==> config.mk <==
export PLATFORM = sky130hd
export DESIGN_NAME = uart_byte_sequencer
export DESIGN_NICKNAME = d
export VERILOG_FILES = /design/src/rtl/uart_seq_pkg.sv /design/src/rtl/tick_divider.sv /design/src/rtl/uart_byte_sequencer.sv
export SDC_FILE = /design/constraint.sdc
export NUM_CORES = 1
export LEC_CHECK = 0
export ABC_AREA = 1
export CELL_PAD_IN_SITES_DETAIL_PLACEMENT = 1
export CELL_PAD_IN_SITES_GLOBAL_PLACEMENT = 1
export CORE_UTILIZATION = 44
export CTS_BUF_LIST = sky130_fd_sc_hd__clkbuf_2 sky130_fd_sc_hd__clkbuf_4 sky130_fd_sc_hd__clkbuf_8
export CTS_CLUSTER_SIZE = 16
export DETAILED_ROUTE_END_ITERATION = 8
export PLACE_DENSITY = 0.9
export REMOVE_ABC_BUFFERS = 1
export SETUP_SLACK_MARGIN = 0.3
export SYNTH_ARGS = -nofsm -noshare
export SYNTH_HDL_FRONTEND = slang
export SYNTH_SLANG_ARGS = --single-unit
==> constraint.sdc <==
create_clock -name clk_raw -period 3.7 [get_ports clk_raw]
set_clock_uncertainty 0.2 [all_clocks]
set_input_delay 0.925 -clock clk_raw [delete_from_list [all_inputs] [get_ports clk_raw]]
set_output_delay 0.925 -clock clk_raw [all_outputs]
set_load 0.1 [all_outputs]
==> src/rtl/uart_seq_pkg.sv <==
// Shared definitions for the UART byte sequencer.
// Holds the sequencer FSM state type and the default parameter values
// used by uart_byte_sequencer and tick_divider.
package uart_seq_pkg;

    typedef enum logic [2:0] {
        ST_ARM      = 3'd0,
        ST_PRESSED  = 3'd1,
        ST_REQ      = 3'd2,
        ST_WAIT_ACK = 3'd3,
        ST_WAIT_REL = 3'd4,
        ST_ADVANCE  = 3'd5
    } seq_state_t;

    localparam int unsigned DEF_DATA_W    = 32'd8;
    localparam logic [7:0]  DEF_START_VAL = 8'h41;
    localparam logic [7:0]  DEF_END_VAL   = 8'h5A;
    localparam int unsigned DEF_STEP      = 32'd1;
    localparam int unsigned DEF_CLK_DIV   = 32'd1160;
    localparam int unsigned DEF_BURST_LEN = 32'd16;
    localparam int unsigned DEF_COUNT_W   = 32'd16;

endpackage

==> src/rtl/tick_divider.sv <==
// Sequencer tick generator.
// Counts clk_raw cycles 0..CLK_DIV-1 and raises tick for exactly the cycle
// in which the count sits at CLK_DIV-1.
// Ports:
//   clk_raw - single clock
//   rst     - synchronous active-high reset (count and tick cleared)
//   tick    - one-cycle pulse every CLK_DIV cycles
module tick_divider
    import uart_seq_pkg::*;
#(
    parameter int unsigned CLK_DIV = DEF_CLK_DIV
) (
    input  logic clk_raw,
    input  logic rst,
    output logic tick
);

    localparam int unsigned      CNT_W    = $clog2(CLK_DIV);
    localparam logic [CNT_W-1:0] CNT_LAST = CNT_W'(CLK_DIV - 32'd1);
    localparam logic [CNT_W-1:0] CNT_PRE  = CNT_W'(CLK_DIV - 32'd2);

    logic [CNT_W-1:0] cnt_r;
    logic             tick_r;

    // Divider count plus a registered tick that is high while cnt_r == CNT_LAST.
    always_ff @(posedge clk_raw) begin
        if (rst) begin
            cnt_r  <= {CNT_W{1'b0}};
            tick_r <= 1'b0;
        end else begin
            if (cnt_r == CNT_LAST) begin
                cnt_r <= {CNT_W{1'b0}};
            end else begin
                cnt_r <= cnt_r + CNT_W'(1);
            end
            // Registering one count early keeps tick aligned with CNT_LAST.
            tick_r <= (cnt_r == CNT_PRE);
        end
    end

    assign tick = tick_r;

endmodule

==> src/rtl/uart_byte_sequencer.sv <==
// Byte-stimulus generator for UART transmitter bring-up.
// Walks START_VAL..END_VAL in STEP increments and offers each value to a
// transmitter over a four-phase send/ack handshake, one byte per button
// press (mode=0) or BURST_LEN bytes per press (mode=1). The FSM only moves
// on divider ticks.
// Ports:
//   clk_raw    - single clock
//   rst        - synchronous active-high reset
//   btn        - debounced button level
//   mode       - 0 single-step, 1 burst (latched when a press is accepted)
//   ack        - transmitter acknowledge
//   data       - byte offered to the transmitter, stable while send=1
//   send       - transmit request
//   busy       - high whenever the FSM is not waiting in ARM
//   sent_count - bytes acknowledged, wrapping
module uart_byte_sequencer
    import uart_seq_pkg::*;
#(
    parameter int unsigned        DATA_W    = DEF_DATA_W,
    parameter logic [DATA_W-1:0]  START_VAL = DEF_START_VAL,
    parameter logic [DATA_W-1:0]  END_VAL   = DEF_END_VAL,
    parameter int unsigned        STEP      = DEF_STEP,
    parameter int unsigned        CLK_DIV   = DEF_CLK_DIV,
    parameter int unsigned        BURST_LEN = DEF_BURST_LEN,
    parameter int unsigned        COUNT_W   = DEF_COUNT_W
) (
    input  logic               clk_raw,
    input  logic               rst,
    input  logic               btn,
    input  logic               mode,
    input  logic               ack,
    output logic [DATA_W-1:0]  data,
    output logic               send,
    output logic               busy,
    output logic [COUNT_W-1:0] sent_count
);

    localparam int unsigned        BURST_W    = $clog2(BURST_LEN + 32'd1);
    localparam logic [BURST_W-1:0] BURST_INIT = BURST_W'(BURST_LEN);
    localparam logic [BURST_W-1:0] BURST_ONE  = BURST_W'(1);
    localparam logic [DATA_W:0]    STEP_EXT   = (DATA_W + 1)'(STEP);
    localparam logic [DATA_W:0]    END_EXT    = {1'b0, END_VAL};

    // Next value in the range; the extra bit catches carry-out so an
    // overflowing sum also wraps back to START_VAL.
    function automatic logic [DATA_W-1:0] next_value(input logic [DATA_W-1:0] cur);
        logic [DATA_W:0] sum;
        sum = {1'b0, cur} + STEP_EXT;
        if (sum > END_EXT) begin
            next_value = START_VAL;
        end else begin
            next_value = sum[DATA_W-1:0];
        end
    endfunction

    seq_state_t         state_r, state_s;
    logic [DATA_W-1:0]  data_r, data_s;
    logic               send_r, send_s;
    logic               busy_r, busy_s;
    logic [COUNT_W-1:0] count_r, count_s;
    logic [BURST_W-1:0] burst_r, burst_s;
    logic               tick_s;

    tick_divider #(
        .CLK_DIV (CLK_DIV)
    ) u_tick_divider (
        .clk_raw (clk_raw),
        .rst     (rst),
        .tick    (tick_s)
    );

    // Next-state and next-output logic; everything holds between ticks.
    always_comb begin
        state_s = state_r;
        data_s  = data_r;
        send_s  = send_r;
        count_s = count_r;
        burst_s = burst_r;
        if (tick_s) begin
            case (state_r)
                ST_ARM: begin
                    if (btn) begin
                        state_s = ST_PRESSED;
                        burst_s = mode ? BURST_INIT : BURST_ONE;
                    end else begin
                        state_s = ST_ARM;
                    end
                end
                ST_PRESSED: begin
                    // Wait for release so a held button fires only once.
                    if (!btn) begin
                        state_s = ST_REQ;
                    end else begin
                        state_s = ST_PRESSED;
                    end
                end
                ST_REQ: begin
                    send_s  = 1'b1;
                    state_s = ST_WAIT_ACK;
                end
                ST_WAIT_ACK: begin
                    if (ack) begin
                        send_s  = 1'b0;
                        count_s = count_r + COUNT_W'(1);
                        state_s = ST_WAIT_REL;
                    end else begin
                        state_s = ST_WAIT_ACK;
                    end
                end
                ST_WAIT_REL: begin
                    if (!ack) begin
                        state_s = ST_ADVANCE;
                    end else begin
                        state_s = ST_WAIT_REL;
                    end
                end
                ST_ADVANCE: begin
                    data_s = next_value(data_r);
                    // <= also covers a zero counter, so it can never underflow.
                    if (burst_r <= BURST_ONE) begin
                        burst_s = {BURST_W{1'b0}};
                        state_s = ST_ARM;
                    end else begin
                        burst_s = burst_r - BURST_ONE;
                        state_s = ST_REQ;
                    end
                end
                default: begin
                    send_s  = 1'b0;
                    state_s = ST_ARM;
                end
            endcase
        end else begin
            state_s = state_r;
        end
        busy_s = (state_s != ST_ARM);
    end

    // State and output registers.
    always_ff @(posedge clk_raw) begin
        if (rst) begin
            state_r <= ST_ARM;
            data_r  <= START_VAL;
            send_r  <= 1'b0;
            busy_r  <= 1'b0;
            count_r <= {COUNT_W{1'b0}};
            burst_r <= {BURST_W{1'b0}};
        end else begin
            state_r <= state_s;
            data_r  <= data_s;
            send_r  <= send_s;
            busy_r  <= busy_s;
            count_r <= count_s;
            burst_r <= burst_s;
        end
    end

    assign data       = data_r;
    assign send       = send_r;
    assign busy       = busy_r;
    assign sent_count = count_r;

endmodule

Yosys cells after proc, flatten, opt, wreduce, memory -nomap -nowiden
Cells that the tools add are included.
- ROM bits: 0
- bits in registers: 46
- memories: 0
- RAM bits: 0
- logic and storage cells: 47
- bits in latches: 0
- bitwise logic cells: 1
- multiplexer cells: 14
- equal/unequal tests: 9
- reduce and logical (&&, ||, !) cells: 9
- divide/modulo/power cells: 0
- multipliers: 0
- shift operators: 0
- magnitude comparators: 2
- add/subtract/negate cells: 4
- operators with widths (kind ; count):
    == test 11 bit, second input constant ; 2
    one-hot mux 3 bit (6 select lines) ; 1
    adder 16 x 1 -> 16 bit, second input constant ; 1
    2-to-1 mux 5 bit ; 3
    adder 11 x 1 -> 11 bit, second input constant ; 1
    one-hot mux 5 bit (2 select lines) ; 1
    adder 8 x 1 -> 9 bit, second input constant ; 1
    greater-than comparator 9 x 7 -> 1 bit, second input constant ; 1
    AND reduction 3 bit ; 3
    2-to-1 mux 8 bit ; 1
    == test 3 x 2 -> 1 bit, second input constant ; 2
    == test 3 bit, second input constant ; 2
    2-to-1 mux 3 bit ; 2
    less-or-equal comparator 5 x 1 -> 1 bit, second input constant ; 1
    subtractor 5 x 1 -> 5 bit, second input constant ; 1
    2-to-1 mux 2 bit ; 2
    != test 2 bit, second input constant ; 2
    OR reduction 4 bit ; 1
    == test 3 x 1 -> 1 bit, second input constant ; 1
    zero test 3 bit ; 1
    2-to-1 mux 1 bit ; 3
    one-hot mux 1 bit (3 select lines) ; 1
    nonzero test 3 bit ; 1
    AND reduction 2 bit ; 1
    3 further kinds ; 3

Depth between registers and ports, before layout
Gate-level depths: netlist of run 1.
- depth in word-level cells: 5
- mapped depth: 12
- depth with buffers taken out: 12

By module
From an unflattened synthesis of run 1, not the netlist that was laid out.
- cells, all modules: 357
- area total of the unflattened synthesis: 2448.6 µm²
- by module, submodules not included (module ; area each (µm²) ; sequential area each (µm²) ; times used ; cells an instance):
    uart_byte_sequencer ; 1844.3 ; 680.7 ; 1 ; 276
    tick_divider ; 604.3 ; 240.2 ; 1 ; 81

Worst setup path after synthesis of run 1
OpenSTA, ideal clock, no wires.
- path kind: flip-flop to flip-flop
- from: register data_r[0] (netlist: data[0])
- to: register data_r[0] (netlist: data[0])
- library setup time: 0.116 ns
- clock period less this slack: 2.503 ns
- stages on the path, launching flop included: 10
- data required time: 3.384 ns
- path slack: 1.197 ns
- data arrival time: 2.187 ns
- cells stage by stage: dfxtp_1 -> ha_1 -> nand3_1 -> nor2_1 -> nand2_1 -> xnor2_1 -> nand2_1 -> nand3_1 -> nand2_1 -> nand2_1
- longest elaborated chain between the ends: 3
- ends and longest elaborated chain (item ; RTL line ; text):
    start: declaration ; uart_byte_sequencer.sv:57 ; logic [DATA_W-1:0] data_r, data_s;
    start signal: assignment ; uart_byte_sequencer.sv:150 ; data_r <= data_s;
    adder 8 x 1 -> 9 bit (*) ; uart_byte_sequencer.sv:48 ; sum = {1'b0, cur} + STEP_EXT;
    greater-than comparator 9 x 7 -> 1 bit ; uart_byte_sequencer.sv:49 ; if (sum > END_EXT) begin
    2-to-1 mux 8 bit (*) ; uart_byte_sequencer.sv:49 ;
Mark *: on every way between the ends. The rest lies on a longest branch, timed or not.
A chain may end at the register's enable or synchronous reset.

Final worst setup path of run 1
- from: input port ack
- to: register count_r[8] (netlist: sent_count[8])
- longest elaborated chain between the ends: 1
- ends and longest elaborated chain (item ; RTL line ; text):
    start: declaration ; uart_byte_sequencer.sv:31 ; input logic ack,
    AND reduction 3 bit (no line) ; - ;
    end signal: assignment ; uart_byte_sequencer.sv:146 ; count_r <= {COUNT_W{1'b0}};
    end signal: assignment ; uart_byte_sequencer.sv:153 ; count_r <= count_s;
    end: declaration ; uart_byte_sequencer.sv:60 ; logic [COUNT_W-1:0] count_r, count_s;
No other way between the ends.

==> results of run 1 <==
==> how the worst max path moves through the flow <==
stage / startpoint / to / slack (ns) / depth (start not counted)
2_1_floorplan: data[0]$_SDFFE_PP1P_ / data[0]$_SDFFE_PP1P_ / 1.19 / 9
3_3_place_gp: ack / sent_count[10]$_SDFFE_PP0P_ / 1.03 / 5
3_5_place_dp: ack / sent_count[14]$_SDFFE_PP0P_ / 0.95 / 6
4_1_cts: ack / sent_count[8]$_SDFFE_PP0P_ / 1.27 / 6
5_1_grt: ack / sent_count[12]$_SDFFE_PP0P_ / 1.14 / 6
6_report: ack / sent_count[8]$_SDFFE_PP0P_ / 1.26 / 6
==> layout make-up <==
cell class              instances  share of cell area [%]
clock buffers                   7                    3.03
well taps                      70                    3.17
clock inverters                 1                    1.09
repair buffers                 32                    9.05
flip-flops and latches         46                    33.3
multi-input cells             236                    44.0
inverters                      47                    6.38
==> placed cells by master, fill, tap and decap left out <==
| cell type | synthesis | final |
|---|---|---|
| nand3_2 | 1 | 1 |
| buf_4 | 0 | 28 |
| nor2_2 | 2 | 2 |
| a31oi_1 | 2 | 2 |
| inv_1 | 43 | 43 |
| or2_1 | 1 | 1 |
| xor2_1 | 9 | 9 |
| nand3_1 | 26 | 26 |
| nor3b_1 | 2 | 2 |
| o21ai_1 | 1 | 1 |
| and3_1 | 3 | 3 |
| ha_1 | 7 | 7 |
| inv_2 | 4 | 4 |
| clkbuf_8 | 0 | 5 |
| nand4_1 | 10 | 10 |
| a311oi_1 | 1 | 1 |
| nand2_2 | 2 | 2 |
| nor4_1 | 1 | 1 |
| bufinv_16 | 0 | 1 |
| nand4_2 | 1 | 1 |
| nand3_4 | 1 | 1 |
| dfxtp_1 | 46 | 46 |
| clkdlybuf4s50_1 | 0 | 4 |
| nor3_1 | 10 | 10 |
| xnor2_1 | 4 | 4 |
| o21ai_0 | 18 | 18 |
| clkbuf_4 | 0 | 2 |
| nor2_1 | 47 | 47 |
| o21ai_2 | 1 | 1 |
| nand2_1 | 61 | 61 |
| o21bai_1 | 1 | 1 |
| a21oi_1 | 23 | 23 |
| nand3b_1 | 1 | 1 |
==> kinds of logic after synthesis <==
kind of cell | after synthesis
and+or+nand+nor | 169
buffers and inverters | 55
AOI/OAI and AO/OA | 47
DFF | 46
xor gates and xnor gates | 13
adders and majority gates | 7
==> through the flow <==
stage / utilization [%] / instance area [um2]
5_1_grt: 53.8 / 2770
3_3_place_gp: 51.6 / 2650
2_1_floorplan: - / 2310
6_report: 53.8 / 2770
4_1_cts: 53.8 / 2770
3_5_place_dp: 51.6 / 2650
==> power by group <==
group          switching, mW  internal (mW)
sequential           0.00296          0.497
combinational         0.0153         0.0103
clock                  0.171          0.217
==> flip-flops by register name, indices dropped and copies added (netlist names) <==
register and count:
burst_r 5, u_tick_divider.cnt_r 11, send 1, data 8, state_r 3, sent_count 16, u_tick_divider.tick 1, busy 1
==> layer usage <==
| metal | up-vias | share of wire (%) | global-route usage (%) |
|---|---|---|---|
| li1 | 1150 | - | - |
| met5 | - | 0 | 0 |
| met2 | 26 | 51 | 39.6 |
| met3 | 8 | 2.2 | 4.28 |
| met4 | 0 | 1.5 | 8.39 |
| met1 | 1084 | 45 | 25.9 |
==> worst reg2reg max path, stage by stage, from the launching register on <==
cell and delay [ns]:
dfxtp_1 0.40, nand2_1 0.07, nor3_1 0.12, nand4_1 0.12, o21ai_0 0.90, nor3_1 0.14
==> results.tsv, run 1 <==
stage	metric	value	unit
worst_setup_path	Cell Chain, Critical Path	clkdlybuf4s50_1 > nand4_2 > inv_1 > nand3_1 > xor2_1 > nor2_1	
worst_setup_path	Slowest-stage cell, CP	clkdlybuf4s50_1	
sta	setup slack after layout	1.26	ns
synth	Seq/Total Area, Yosys	39.2	%
floorplanning	num rows	26	
floorplanning	I/O pins	31	
detailed_routing	DR vias/cell	5.17	
clocking	clock sink count	46	
synth	top post-synthesis cells by area	dfxtp_1 (39%), nand2_1 (9.7%), nor2_1 (7.5%), inv_1 (6.9%), nand3_1 (5.5%)	
detailed_routing	drt drc	0	
cells_and_area	footprint of the multi-input gates	0.00122	mm2
floorplanning	die height	75.1	um
worst_setup_path	slowest stage delay, CP	0.49	ns
synth	Synth Area in XOR/XNOR	4.85	%
worst_setup_path	CP endpoint kind	flop	
synth	Synth cell types	30	
synth	Yosys reg bits	46	
floorplanning	die area	0.00563	mm2
cells_and_area	ratio of cells with drive above 1 in the final layout	13.0	%
place	Detail Placement HPWL	4.40	mm
pwr	maximum VDD drop	0.199	mV
cells_and_area	register area	921	um2
floorplanning	core region area	0.00514	mm2
synth	Simple-Gate Fraction of Synth Area	32.7	%
clocking	Clock transition at path regs	0.08	ns
synth	Synth Flop Type	dfxtp_1	
synth	largest family of logic cells by synthesized area	simple AND/OR/NAND/NOR gates	
worst_setup_path	CP Data Required Time	3.68	ns
floorplanning	Starting Density	45.7	%
pwr	Final Total Pwr	0.914	mW
place	final RePlAce weighted congestion	0.824	
synth	fraction of registers with async set or reset after synthesis	0	%
worst_setup_path	CP Max Fanout	14	
worst_setup_path	Arrival @ worst endpoint	2.42	ns
global_route	initial antenna violation count	0	
cells_and_area	nets	380	
pwr	Power Density	330	mW/mm2
hold_path	worst hold path stage count	1	
sta	hold_ws	0.278	ns
sta	final hold violations	0	
clocking	CTS tree	built	
sta	fin crit share	65.9	%
synth	adder-cell share of the synthesized area	3.73	%
synth	synth cell count leaders	nand2_1 (61), nor2_1 (47), dfxtp_1 (46)	
synth	Syn Area/Cell	6.97	um2
synth	Compound-Gate Fraction of Synth Area	10.5	%
clocking	post-CTS setup buffers	0	
cells_and_area	Layout Area Growth over Synthesis	17.7	%
clocking	Hold Buf Count CTS	0	
global_route	pin count of the biggest net entering global routing	20	
sta	Pins Over Slew Limit	0	
detailed_routing	post-route ant nets	0	
cells_and_area	final std cells w/o fill	439	
global_route	Total GRT Usage	22.1	%
worst_setup_path	critical path's top delay family	buffers and inverters	
hold_path	Hold Path End	u_tick_divider.cnt_r[0]$_SDFF_PP0_	
worst_setup_path	Worst Setup Start Kind	input port	
detailed_routing	total wire length	5.84	mm
synth	Yosys warning count	0	
sta	worst rel slew slack	23.0	%
sta	fmax	410	MHz
clocking	Clk Latency, worst-skew pair	0.31	ns
synth	Synth Instances	337	
detailed_routing	vias	2268	
synth	EDFF count, synth	0	
cells_and_area	# diodes	0	
global_route	vias in the first global route	2231	
detailed_routing	DRT iter0 DRCs	65	
worst_setup_path	CP Buf/Inv Count	2	
place	PortBufs	30	
sta	# setup viols final	0	
hold_path	Hold Path Class	reg2reg	
run	max-cap viol count	0	
hold_path	min-delay src	u_tick_divider.cnt_r[0]$_SDFF_PP0_	
clocking	CTS Root Cell	clkbuf_8	
global_route	first-pass GRT wire length	9.56	mm
worst_setup_path	worst reg2reg path depth	5	
worst_setup_path	r2r setup slk	1.60	ns
clocking	CTS Buffer Depth	2	
place	DP Worst Slack	0.954	ns
cells_and_area	Fill cells	698	
pwr	Pleak	1.14	nW
synth	leading area contributor after synthesis	dfxtp_1	
worst_setup_path	R2R Path End	u_tick_divider.cnt_r[9]$_SDFF_PP0_	
worst_setup_path	type of the worst setup path	in2reg	
clocking	H-tree level count	2	
global_route	grt ovf	0	
place	Post-Place Cells	431	
sta	setup TNS	0	ns
synth	Post-Synthesis Cell Area	0.00235	mm2
sta	RSZ-0062 raised after global routing	false	
floorplanning	Die X	75.1	um
clocking	post_cts resized	0	
synth	Synth top area share	39.2	%
outcome	status	finished clean	
synth	post-synthesis mux area share	0	%
clocking	Num CTS Buffers	5	
synth	cell with the most instances after synthesis	nand2_1	
sta	Slew @ Worst Pin	1.14	ns
worst_setup_path	worst reg2reg startpoint	u_tick_divider.cnt_r[2]$_SDFF_PP0_	
sta	Period minus WS final	2.44	ns
detailed_routing	drt wl/cell	13.3	um
detailed_routing	DR pass1 iterations	4	
No activity file was read; power rests on OpenSTA's default activity.
==> inputs of run 2 (changes only) <==
CORE_UTILIZATION = 37   (was 44)
PLACE_DENSITY = 0.81   (was 0.9)
clock period = 2.1 ns   (was 3.7 ns; I/O delays follow)
==> run 2 against run 1 <==
Sequential share of layout area decreased by 4.9 points. Flip-flop and latch count stayed put. Critical path depth rose by 3. Power grew 64%. Sequential power grew 75%. Final cell count increased by 5.0%. Highest routed layer unchanged.
==> results.tsv, run 2 (synthesis results as in run 1) <==
stage	metric	value	unit	change
outcome	status	finished clean		
worst_setup_path	most used cell, CP	nor2_2		
detailed_routing	met3 WL	185	um	+42%
detailed_routing	total wire length	6.79	mm	+16%
hold_path	min-delay src	u_tick_divider.cnt_r[0]$_SDFF_PP0_		
detailed_routing	wire length on met2	3.61	mm	+21%
floorplanning	core region area	0.00603	mm2	+17%
worst_setup_path	Slowest-stage cell, CP	dfxtp_4		
global_route	Total GRT Usage	20.5	%	-1.5 points
detailed_routing	drt drc	0		unchanged
worst_setup_path	worst reg2reg path depth	9		+4
cells_and_area	commonest non-fill, non-tap cell in the layout	nand2_1		
detailed_routing	Max Used Layer	met4		
worst_setup_path	Cell Chain, Critical Path	nand2_4 > inv_1 > nand4_1 > nor2_2 > nand2_1 > nor2_2 > buf_6 > xor2_1 > nor2_1		
global_route	vias in the first global route	2349		+5.3%
detailed_routing	DR vias/cell	5.15		-0.28%
clocking	CTS tree	built		
floorplanning	Starting Density	39.0	%	-6.7 points
global_route	initial antenna violation count	0		unchanged
clocking	CTS Buffer Depth	2		unchanged
place	PortBufs	30		unchanged
worst_setup_path	worst reg2reg startpoint	sent_count[3]$_SDFFE_PP0P_		
worst_setup_path	CP Data Required Time	2.09	ns	-1.59 ns
sta	setup TNS	0	ns	unchanged
floorplanning	I/O pins	31		unchanged
sta	worst rel slew slack	79.4	%	+56 points
sta	fin crit share	88.1	%	
floorplanning	die height	81.7	um	+8.8%
place	Detail Placement HPWL	4.66	mm	+6.0%
cells_and_area	Layout Area Growth over Synthesis	42.4	%	
cells_and_area	number of flip-flops under the largest register name	16		unchanged
pwr	maximum VDD drop	0.299	mV	+50%
hold_path	worst hold path stage count	1		unchanged
place	final RePlAce weighted congestion	0.820		-0.50%
worst_setup_path	type of the worst setup path	reg2reg		
clocking	clock sink count	46		unchanged
worst_setup_path	CP Max Fanout	5		-9
detailed_routing	DRT iter0 DRCs	45		-31%
sta	Period minus WS final	1.85	ns	
worst_setup_path	r2r setup slk	0.25	ns	-1.35 ns
worst_setup_path	Worst Setup Start Kind	flop		
sta	Slew @ Worst Pin	0.306	ns	-0.838 ns
floorplanning	Die X	81.7	um	+8.8%
global_route	first-pass GRT wire length	10.6	mm	+11%
global_route	pin count of the biggest net entering global routing	14		-30%
clocking	CTS Root Cell	clkbuf_8		
floorplanning	die area	0.00667	mm2	+18%
clocking	H-tree level count	2		unchanged
cells_and_area	nets	397		+4.5%
detailed_routing	DR pass1 iterations	4		unchanged
global_route	grt ovf	0		unchanged
floorplanning	num rows	28		+7.7%
sta	fmax	540	MHz	
cells_and_area	ratio of cells with drive above 1 in the final layout	24.1	%	+11 points
cells_and_area	final core occ	55.5	%	+1.7 points
detailed_routing	post-route ant nets	0		unchanged
cells_and_area	most frequent cells in the layout	nand2_1 (58), nor2_1 (44), inv_1 (43), dfxtp_1 (33), buf_12 (26)		
clocking	Hold Buf Count CTS	0		unchanged
worst_setup_path	R2R Path End	sent_count[10]$_SDFFE_PP0P_		
clocking	Num CTS Buffers	5		unchanged
hold_path	Hold Path End	u_tick_divider.cnt_r[0]$_SDFF_PP0_		
hold_path	Hold Path Class	reg2reg		
pwr	Power Density	447	mW/mm2	+35%
cells_and_area	# diodes	0		unchanged
run	max-cap viol count	0		unchanged
worst_setup_path	slowest stage delay, CP	0.40	ns	-0.09 ns
sta	final hold violations	0		unchanged
sta	RSZ-0062 raised after global routing	true		
detailed_routing	vias	2375		+4.7%
worst_setup_path	Arrival @ worst endpoint	1.84	ns	-0.58 ns
clocking	Clk Latency, worst-skew pair	0.30	ns	about the same
pwr	Pleak	1.35	nW	+18%
detailed_routing	drt wl/cell	14.7	um	+11%
sta	# setup viols final	0		unchanged
sta	Pins Over Slew Limit	0		unchanged
clocking	Clock transition at path regs	0.09	ns	about the same
detailed_routing	M1 WL	2.90	mm	+9.9%
worst_setup_path	CP endpoint kind	flop		
## run 2: cell count changes in the layout (fill, tap and decap cells not counted), sizes merged
cell / change
buf: +17
clkinv: +1
bufinv: -1
dlygate4sd2: +1
dlymetal6s2s: +1
clkdlybuf4s50: -2
## run 2: worst max-delay path by stage
stage,cells past startpoint,startpoint,end
after floorplan,9,data[0]$_SDFFE_PP1P_,data[0]$_SDFFE_PP1P_
after global placement,6,ack,sent_count[8]$_SDFFE_PP0P_
after detailed placement,8,ack,busy$_SDFF_PP0_
after CTS,9,sent_count[4]$_SDFFE_PP0P_,sent_count[10]$_SDFFE_PP0P_
after global routing,9,sent_count[3]$_SDFFE_PP0P_,sent_count[10]$_SDFFE_PP0P_
final,9,sent_count[3]$_SDFFE_PP0P_,sent_count[10]$_SDFFE_PP0P_
## run 2: cell type report
cell class                      count  area, um2
Clock buffer                        7       90.1
Clock inverter                      1       5.00
Fill cell                         734       2680
Inverter                           47        179
Multi-Input combinational cell    236       1320
Sequential cell                    46        950
Tap cell                           75       93.8
Timing Repair Buffer               49        708
## run 2: timing repair
item                       4_1_cts  5_1_grt
setup endpoints to repair       16       22
buffers inserted                 0        6
gates resized for setup          9       36
pin swaps                        1       10
## run 2: critical path, delay by kind of cell, from the launching register on
family        cells  cell delay, ns
simple gates      6            0.80
flops             1            0.40
buf+inv           2            0.19
xor+xnor          1            0.15
## run 2: metrics by stage
| stage | worst slack [ns] | hold WS, ns | cells | total power, mW | instance area [um2] |
|---|---|---|---|---|---|
| floorplan | -0.414 | 0.230 | 329 | 0.922 | 2310 |
| global placement | -0.0266 | 0.247 | 447 | 0.949 | 3070 |
| detailed placement | -0.0978 | 0.254 | 447 | 0.952 | 3070 |
| CTS | 0.275 | 0.277 | 455 | 1.53 | 3180 |
| global route | 0.163 | 0.265 | 461 | 1.56 | 3340 |
| finish | 0.250 | 0.235 | 461 | 1.50 | 3340 |
## run 2: power by group
part | leakage (nW) | internal [mW] | switching (mW)
Sequential | 0.378 | 0.870 | 0.00527
Clock | 0.0517 | 0.279 | 0.290
Combinational | 0.916 | 0.0208 | 0.0305
Total | 1.35 | 1.17 | 0.326
## run 2: layer usage
layer  GRT usage [%]  vias to the layer above
met4            6.67                        0
met1            24.1                     1143
met2            37.2                       35
met5               0                        -
li1                -                     1185
met3            4.11                       12
==> inputs of run 3 (changes only) <==
SLEW_MARGIN = 20   (was default)
==> results of run 3 <==
The final DEF is identical to that of run 2; final timing and power are the same.
